$ cat src/rtl/crg_pkg.sv
// Shared clock/reset-generation definitions: reset sequencer state encoding
// and the default sequencing parameters used by the CRG blocks.
package crg_pkg;

  // Reset sequencer FSM states.
  typedef enum logic [1:0] {
    IDLE    = 2'd0,
    RELEASE = 2'd1,
    RUN     = 2'd2,
    HOLD    = 2'd3
  } rst_seq_state_t;

  // Default sequencing parameters.
  localparam int RST_SEQ_NUM_STAGES_DEF  = 4;
  localparam int RST_SEQ_STAGE_GAP_DEF   = 16;
  localparam int RST_SEQ_SW_RST_HOLD_DEF = 8;

  // Larger of two integers, used to size the shared gap/hold counter.
  function automatic int max_int(input int a, input int b);
    return (a > b) ? a : b;
  endfunction

endpackage

$ cat src/rtl/rst_seq.sv
// Reset sequencer: once the upstream power-on delay reports ready, releases
// NUM_STAGES active-low reset domains in order, STAGE_GAP cycles apart.
// A software request pulls every domain back into reset for SW_RST_HOLD
// cycles and then re-runs the release sequence; losing ready aborts to IDLE.
//
// Handshake: none in the valid/ready sense. ready_i is a level (1 = power-on
// delay elapsed, must stay 1 for the sequence to progress); sw_rst_req_i is a
// single-cycle pulse sampled on the rising edge. All outputs come straight
// from flops.
import crg_pkg::*;

module rst_seq #(
  parameter int NUM_STAGES  = RST_SEQ_NUM_STAGES_DEF,
  parameter int STAGE_GAP   = RST_SEQ_STAGE_GAP_DEF,
  parameter int SW_RST_HOLD = RST_SEQ_SW_RST_HOLD_DEF
) (
  input  logic                  clk,
  input  logic                  arst_n,
  input  logic                  ready_i,
  input  logic                  sw_rst_req_i,
  output logic [NUM_STAGES-1:0] rst_n_o,
  output logic                  busy_o,
  output logic                  done_o,
  output rst_seq_state_t        dbg_state
);

  // Counter only ever reaches max(gap, hold) - 1 before clearing; the +1
  // keeps the width safe for the degenerate value 1.
  localparam int CNT_MAX = max_int(STAGE_GAP, SW_RST_HOLD);
  localparam int CNT_W   = $clog2(CNT_MAX + 1);
  localparam int IDX_W   = $clog2(NUM_STAGES + 1);

  localparam logic [CNT_W-1:0] GAP_LAST  = CNT_W'(STAGE_GAP - 1);
  localparam logic [CNT_W-1:0] HOLD_LAST = CNT_W'(SW_RST_HOLD - 1);
  localparam logic [IDX_W-1:0] IDX_LAST  = IDX_W'(NUM_STAGES - 1);

  rst_seq_state_t        state_q, state_d;
  logic [CNT_W-1:0]      cnt_q, cnt_d;
  logic [IDX_W-1:0]      idx_q, idx_d;
  logic [NUM_STAGES-1:0] stage_q, stage_d;
  logic                  busy_q, busy_d;
  logic                  done_q, done_d;

  // State, counters and every output are registered; async reset clears all.
  always_ff @(posedge clk or negedge arst_n) begin
    if (!arst_n) begin
      state_q <= IDLE;
      cnt_q   <= '0;
      idx_q   <= '0;
      stage_q <= '0;
      busy_q  <= 1'b0;
      done_q  <= 1'b0;
    end else begin
      state_q <= state_d;
      cnt_q   <= cnt_d;
      idx_q   <= idx_d;
      stage_q <= stage_d;
      busy_q  <= busy_d;
      done_q  <= done_d;
    end
  end

  // Next-state logic. Priority in the active states: ready loss first, then
  // a software request, then the gap/hold timing. Every state entry clears
  // the shared counter and the stage index.
  always_comb begin
    state_d = state_q;
    cnt_d   = cnt_q;
    idx_d   = idx_q;
    stage_d = stage_q;
    done_d  = done_q;

    case (state_q)
      IDLE: begin
        stage_d = '0;
        done_d  = 1'b0;
        cnt_d   = '0;
        idx_d   = '0;
        // The edge sampling ready is release-cycle 0.
        if (ready_i) begin
          state_d = RELEASE;
        end
      end

      RELEASE: begin
        if (!ready_i) begin
          state_d = IDLE;
          stage_d = '0;
          done_d  = 1'b0;
          cnt_d   = '0;
          idx_d   = '0;
        end else if (sw_rst_req_i) begin
          state_d = HOLD;
          stage_d = '0;
          done_d  = 1'b0;
          cnt_d   = '0;
          idx_d   = '0;
        end else if (cnt_q == GAP_LAST) begin
          // Release the stage the index points at; index stays <= NUM_STAGES.
          for (int i = 0; i < NUM_STAGES; i++) begin
            if (IDX_W'(i) == idx_q) begin
              stage_d[i] = 1'b1;
            end
          end
          cnt_d = '0;
          if (idx_q == IDX_LAST) begin
            state_d = RUN;
            done_d  = 1'b1;
            idx_d   = '0;
          end else begin
            idx_d = idx_q + IDX_W'(1);
          end
        end else begin
          cnt_d = cnt_q + CNT_W'(1);
        end
      end

      RUN: begin
        if (!ready_i) begin
          state_d = IDLE;
          stage_d = '0;
          done_d  = 1'b0;
          cnt_d   = '0;
          idx_d   = '0;
        end else if (sw_rst_req_i) begin
          state_d = HOLD;
          stage_d = '0;
          done_d  = 1'b0;
          cnt_d   = '0;
          idx_d   = '0;
        end
      end

      HOLD: begin
        stage_d = '0;
        done_d  = 1'b0;
        if (!ready_i) begin
          state_d = IDLE;
          cnt_d   = '0;
          idx_d   = '0;
        end else if (sw_rst_req_i) begin
          // A repeated request restarts the hold window from this edge.
          cnt_d = '0;
        end else if (cnt_q == HOLD_LAST) begin
          // ready is known to be 1 here, so this edge is release-cycle 0.
          state_d = RELEASE;
          cnt_d   = '0;
          idx_d   = '0;
        end else begin
          cnt_d = cnt_q + CNT_W'(1);
        end
      end

      default: begin
        state_d = IDLE;
        stage_d = '0;
        done_d  = 1'b0;
        cnt_d   = '0;
        idx_d   = '0;
      end
    endcase
  end

  // busy is registered from the next state so it is valid right after the edge.
  always_comb begin
    busy_d = (state_d == RELEASE) || (state_d == HOLD);
  end

  assign rst_n_o   = stage_q;
  assign busy_o    = busy_q;
  assign done_o    = done_q;
  assign dbg_state = state_q;

endmodule

$ cat config.mk
export PLATFORM = sky130hd
export DESIGN_NAME = rst_seq
export DESIGN_NICKNAME = d
export VERILOG_FILES = /design/src/rtl/crg_pkg.sv /design/src/rtl/rst_seq.sv
export SDC_FILE = /design/constraint.sdc
export NUM_CORES = 1
export LEC_CHECK = 0
export ABC_AREA = 0
export CAP_MARGIN = 20
export CORE_AREA = 2 2 62 64
export DETAILED_ROUTE_END_ITERATION = 12
export DIE_AREA = 0 0 64 66
export PLACE_DENSITY = 0.54
export SETUP_SLACK_MARGIN = 0.5
export SLEW_MARGIN = 25
export SYNTH_ARGS = -nofsm -noshare
export SYNTH_HDL_FRONTEND = slang
export SYNTH_SLANG_ARGS = --single-unit
export TNS_END_PERCENT = 100
$ cat constraint.sdc
create_clock -name clk -period 1.7 [get_ports clk]
set_input_delay 0.17 -clock clk [delete_from_list [all_inputs] [get_ports clk]]
set_output_delay 0.17 -clock clk [all_outputs]
set_load 0.02 [all_outputs]
; ---- After elaboration in Yosys (flattened, before gate mapping)
; Cells that the tools add are included.
[word_totals]
out_inout_bits = 8
n_memories = 0
rom_bits = 0
latch_bits = 0
ram_bits = 0
in_bits = 4
reg_bits = 16
[op_classes]
add_sub_neg = 2
n_eq_ne = 20
div_mod_pow = 0
n_reduce_logical = 10
bitwise = 0
multipliers = 0
magnitude_cmp = 0
shifts = 0
muxes = 47
[ops]
columns = operator, n
row1 = $mux 5, 8
row2 = $mux 3, 9
row3 = $ne 4x4->1 const B, 6
row4 = $mux 2, 10
row5 = $mux 4, 5
row6 = $pmux 5 s4, 1
row7 = $reduce_and 3->1, 5
row8 = $pmux 3 s4, 1
row9 = $pmux 4 s3, 1
row10 = $mux 1, 10
row11 = $ne 3x3->1 const B, 3
row12 = $pmux 2 s4, 1
row13 = $eq 2x2->1 const B, 3
row14 = $eq 2x3->1 const A, 2
row15 = $add 5x1->5 const B, 1
row16 = $eq 5x3->1 const B, 1
row17 = $eq 5x4->1 const B, 1
row18 = $eq 2x1->1 const B, 2
row19 = $reduce_and 4->1, 1
row20 = $add 3x1->3 const B, 1
row21 = $eq 1x3->1 const A, 1
row22 = $eq 3x2->1 const B, 1
row23 = $logic_not 3->1, 1
row24 = $pmux 1 s3, 1
row25 = other kinds (3), 3

; ---- Depth between registers and ports, before layout
[logic_depth]
depth_word = 8
depth_mapped = 6
ltp_nobuf = 6

; ---- Least setup slack after synthesis
; OpenSTA, ideal clock, no wires.
[synth_timing]
path_type = register to register
startpoint = reg cnt_q[0]
endpoint = reg idx_q[0]
path_stages_with_launch = 6
arrival_ns = 1.475
period_less_slack_ns = 1.600
n_path_buf = 0
path_slack_ns = 0.100
path_cell_list = dfrtp_1 ha_1 and4bb_1 nand3_2 nor3b_4 mux2_4
[synth_via]
elab_chain_cells = 3
elab_cells_between_ends = 5
classes_between = eq/ne (4) / reduce/logical (1)
[synth_lines]
columns = item, line_no
row1 = "start, declared", rst_seq.sv:38  ; logic [CNT_W-1:0] cnt_q, cnt_d;
row2 = "start signal, assigned", rst_seq.sv:55  ; cnt_q <= cnt_d;
row3 = $eq 5x4->1 / $eq 5x3->1 (equally long branches), "rst_seq.sv:98, rst_seq.sv:144"
row4 = $ne 4x4->1 (no source line) / $ne 3x3->1 (equally long branches), --
row5 = $reduce_and 4->1 (no source line) (*), --
row6 = "end signal, assigned", rst_seq.sv:56  ; idx_q <= idx_d;
row7 = "end, declared", rst_seq.sv:39  ; logic [IDX_W-1:0] idx_q, idx_d;
; Every way passes the cells marked *; elsewhere a longest branch is shown, timed or not.
; A chain may end at the register's enable or synchronous reset.

; ---- Final worst setup path
[layout_timing]
startpoint = reg cnt_q[1]
endpoint = reg idx_q[0]
; Same word-level chain as after synthesis.

==> impl_metrics.toml <==
[drt]
drt_iter0_markers = 10
first_pass_iters = 4
vias_per_cell = 4.49
wl_per_cell_um = 12.9
wl_um = 2050
drc_errors = 0
vias = 714
ant_nets = 0

[power_and_ir_drop]
p_total_mw = 0.722
power_density_mw_per_mm2 = 581
vdd_drop_max_mv = 0.325
power_leakage_nw = 0.537

[sta]
rsz0062_at_grt = "yes"
fin_skew_ns = 0.00734
maxSlewHeadroom_pct = 77.6
hold_viol_final = 0
setup_viol = 0
min_period_over_period_pct = 91.3
tightest_slew_ns = 0.334
final.setup.tns_ns = 0
finalMaxSlewViolations = 0
fmax_mhz = 644
finalCriticalPeriod_ns = 1.55

[logic_synthesis]
yosysMostFrequentCell = "dfrtp_1"
synth_cell_types = 35
synth_top_area_share_pct = 41.2
synth_fa_ha_area_share_pct = 8.84
yosysWarningCount = 0
synth_area_um2 = 850
synthTopCellsByArea = "dfrtp_1 (41%), ha_1 (8.8%), a21oi_1 (3.5%)"
synth_edf_count = 0
yosys.area_share.simple_pct = 22.8
synth-seq-cells = 14
synth-seq-area-share_pct = 41.2
async_flop_share_pct = 100
synth_compound_area_share_pct = 15.5
synth-xor-area-share_pct = 2.06
ys_top_cells_by_count = "dfrtp_1 (14), a21oi_1 (6), ha_1 (6), nand2_1 (6), nor2_1 (6)"
synth_top_family_by_area = "simple AND/OR/NAND/NOR gates"
synth_nets = 91
netlist_instances = 81
muxShareOfSynthArea_pct = 4.27
synth_flop_cell = "dfrtp_1"
synth_top_area_cell = "dfrtp_1"
synth_area_per_cell_um2 = 10.5

[setup_path]
cp-start-kind = "register"
endpoint_kind = "register"
crit_type = "reg2reg"
critPathMaxFanout = 4
cp.arrival_ns = 1.74
cp.required_ns = 1.89

[clock_tree]
worstSkewPairLatency_ns = 0.29
cts_hold_buf = 0
cts_tree = "built"
clk_pin_slew_ns = 0.10
cts_inserted_buffers = 3
cts-root-buf = "clkbuf_4"
cts_buffer_depth = 2
htreeDepth = 1
clkSinkCount = 14

[global_route]
gr-total-overflow = 0
grt_pass1_wl_um = 3530
first_global_vias = 732
grt_max_degree = 9
grt_usage_pct = 10.8
antenna_found_initial = 0

[placed_design]
dp.cells = 140
portBuffers = 11
hpwl_um = 1390
place.gp.congestion = 0.743

[floorplanning]
die-width_um = 64
die_area_mm2 = 0.00422
rows = 22
io_pins = 12
dieHeight_um = 66
fp.coreArea_mm2 = 0.00355
initial_core_util_pct = 23.9

[layout]
regArea_um2 = 354
syn_to_final_growth_pct = 46.1
drive_above_1_share_pct = 44.1
final_nets = 122
final_cells = 159
multi_input_area_um2 = 517
num_antenna_cells = 0
n_fill_cell = 354

[outcome]
status = "complete, no violations"

[min_path]
min_path_type = "in2async"

[run]
drv_cap = 0
[per-layer routing]
metal | vias to the layer above | routed length [um] | share of wire [%] | GRT usage (%)
li1 | 346 | - | - | -
met3 | 2 | 54 | 2.6 | 1.36
met5 | - | 0 | 0 | 0
met1 | 351 | 978 | 48 | 14.3
met2 | 15 | 991 | 48 | 16.5
met4 | 0 | 27 | 1.3 | 6.52
[worst paths after layout]
check,start,end,slack [ns],cells past startpoint
worst max-delay path,cnt_q[1]$_DFFE_PN0N_,idx_q[0]$_DFFE_PN0P_,0.15,5
worst min-delay path,arst_n,dbg_state[0]$_DFF_PN0_,0.13,1
worst max register to register,cnt_q[1]$_DFFE_PN0N_,idx_q[0]$_DFFE_PN0P_,0.15,5
worst min register to register,rst_n_o[1]$_DFFE_PN0P_,rst_n_o[1]$_DFFE_PN0P_,0.52,2
max in group asynchronous,arst_n,cnt_q[1]$_DFFE_PN0N_,1.14,2
min in group clk,ready_i,dbg_state[0]$_DFF_PN0_,0.33,2
[metrics by stage]
stage	hold WS (ns)	utilization (%)	instance area, um^2	worst slack [ns]
after CTS	0.133	33.7	1200	0.161
after global placement	0.458	29.1	1030	0.0982
final	0.126	35.0	1240	0.148
after detailed placement	0.466	29.1	1030	0.0487
after global routing	0.136	35.0	1240	0.116
after floorplan	-0.126	-	871	0.170
[cells in the final DEF (no fill, tap or decap), types with 2 or more instances in the layout]
cell type,netlist,layout
dfrtp_1,14,11
dfrtp_2,0,3
ha_1,6,3
and2b_2,1,2
a21oi_1,6,6
nor2_1,6,6
ha_4,0,2
buf_6,1,4
nor2b_1,4,2
inv_1,3,3
clkdlybuf4s15_1,0,3
clkbuf_2,0,2
nand3_2,1,2
o21ai_1,0,2
buf_4,3,15
clkdlybuf4s50_1,0,2
nand2_1,6,6
o21a_1,3,3
nand3_1,3,2
clkbuf_4,0,3
[what timing repair did]
item / in CTS / in global routing
setup buffers: 13 / 2
setup endpoints to repair: 21 / 21
gates resized for setup: 26 / 16
pin swaps: 10 / 6
[final cells by class]
class / instances / area share [%]
Tap cell: 48 / 4.84
Clock buffer: 4 / 2.92
Sequential cell: 14 / 28.5
Inverter: 3 / 0.907
Multi-Input combinational cell: 60 / 41.6
Timing Repair Buffer: 30 / 21.2
[where the power goes]
| group | total [mW] | switching (mW) | internal [mW] | leakage (nW) |
|---|---|---|---|---|
| clock | 0.262 | 0.132 | 0.131 | 0.0210 |
| sequential | 0.347 | 0.00755 | 0.339 | 0.188 |
| combinational | 0.112 | 0.0552 | 0.0572 | 0.328 |
| total | 0.722 | 0.195 | 0.527 | 0.537 |
[worst max-delay path: stages (launching register included)]
cell and delay (ns):
dfrtp_1 0.42, ha_4 0.18, and4bb_1 0.21, nand3_2 0.07, nor3b_4 0.24, mux2_4 0.32
[registers in the layout, indices dropped and copies added (netlist names)]
name       cells
dbg_state      2
rst_n_o        4
idx_q          3
cnt_q          5
[cells by family after synthesis]
logic type | Yosys count
buffers and inverters | 7
AO/OA/AOI/OAI | 19
adder cells (fa/ha/maj) | 6
multiplexers | 3
flip-flops | 14
AND/OR/NAND/NOR | 30
XOR/XNOR | 2
Note: power is estimated with default switching activity, not from simulation.
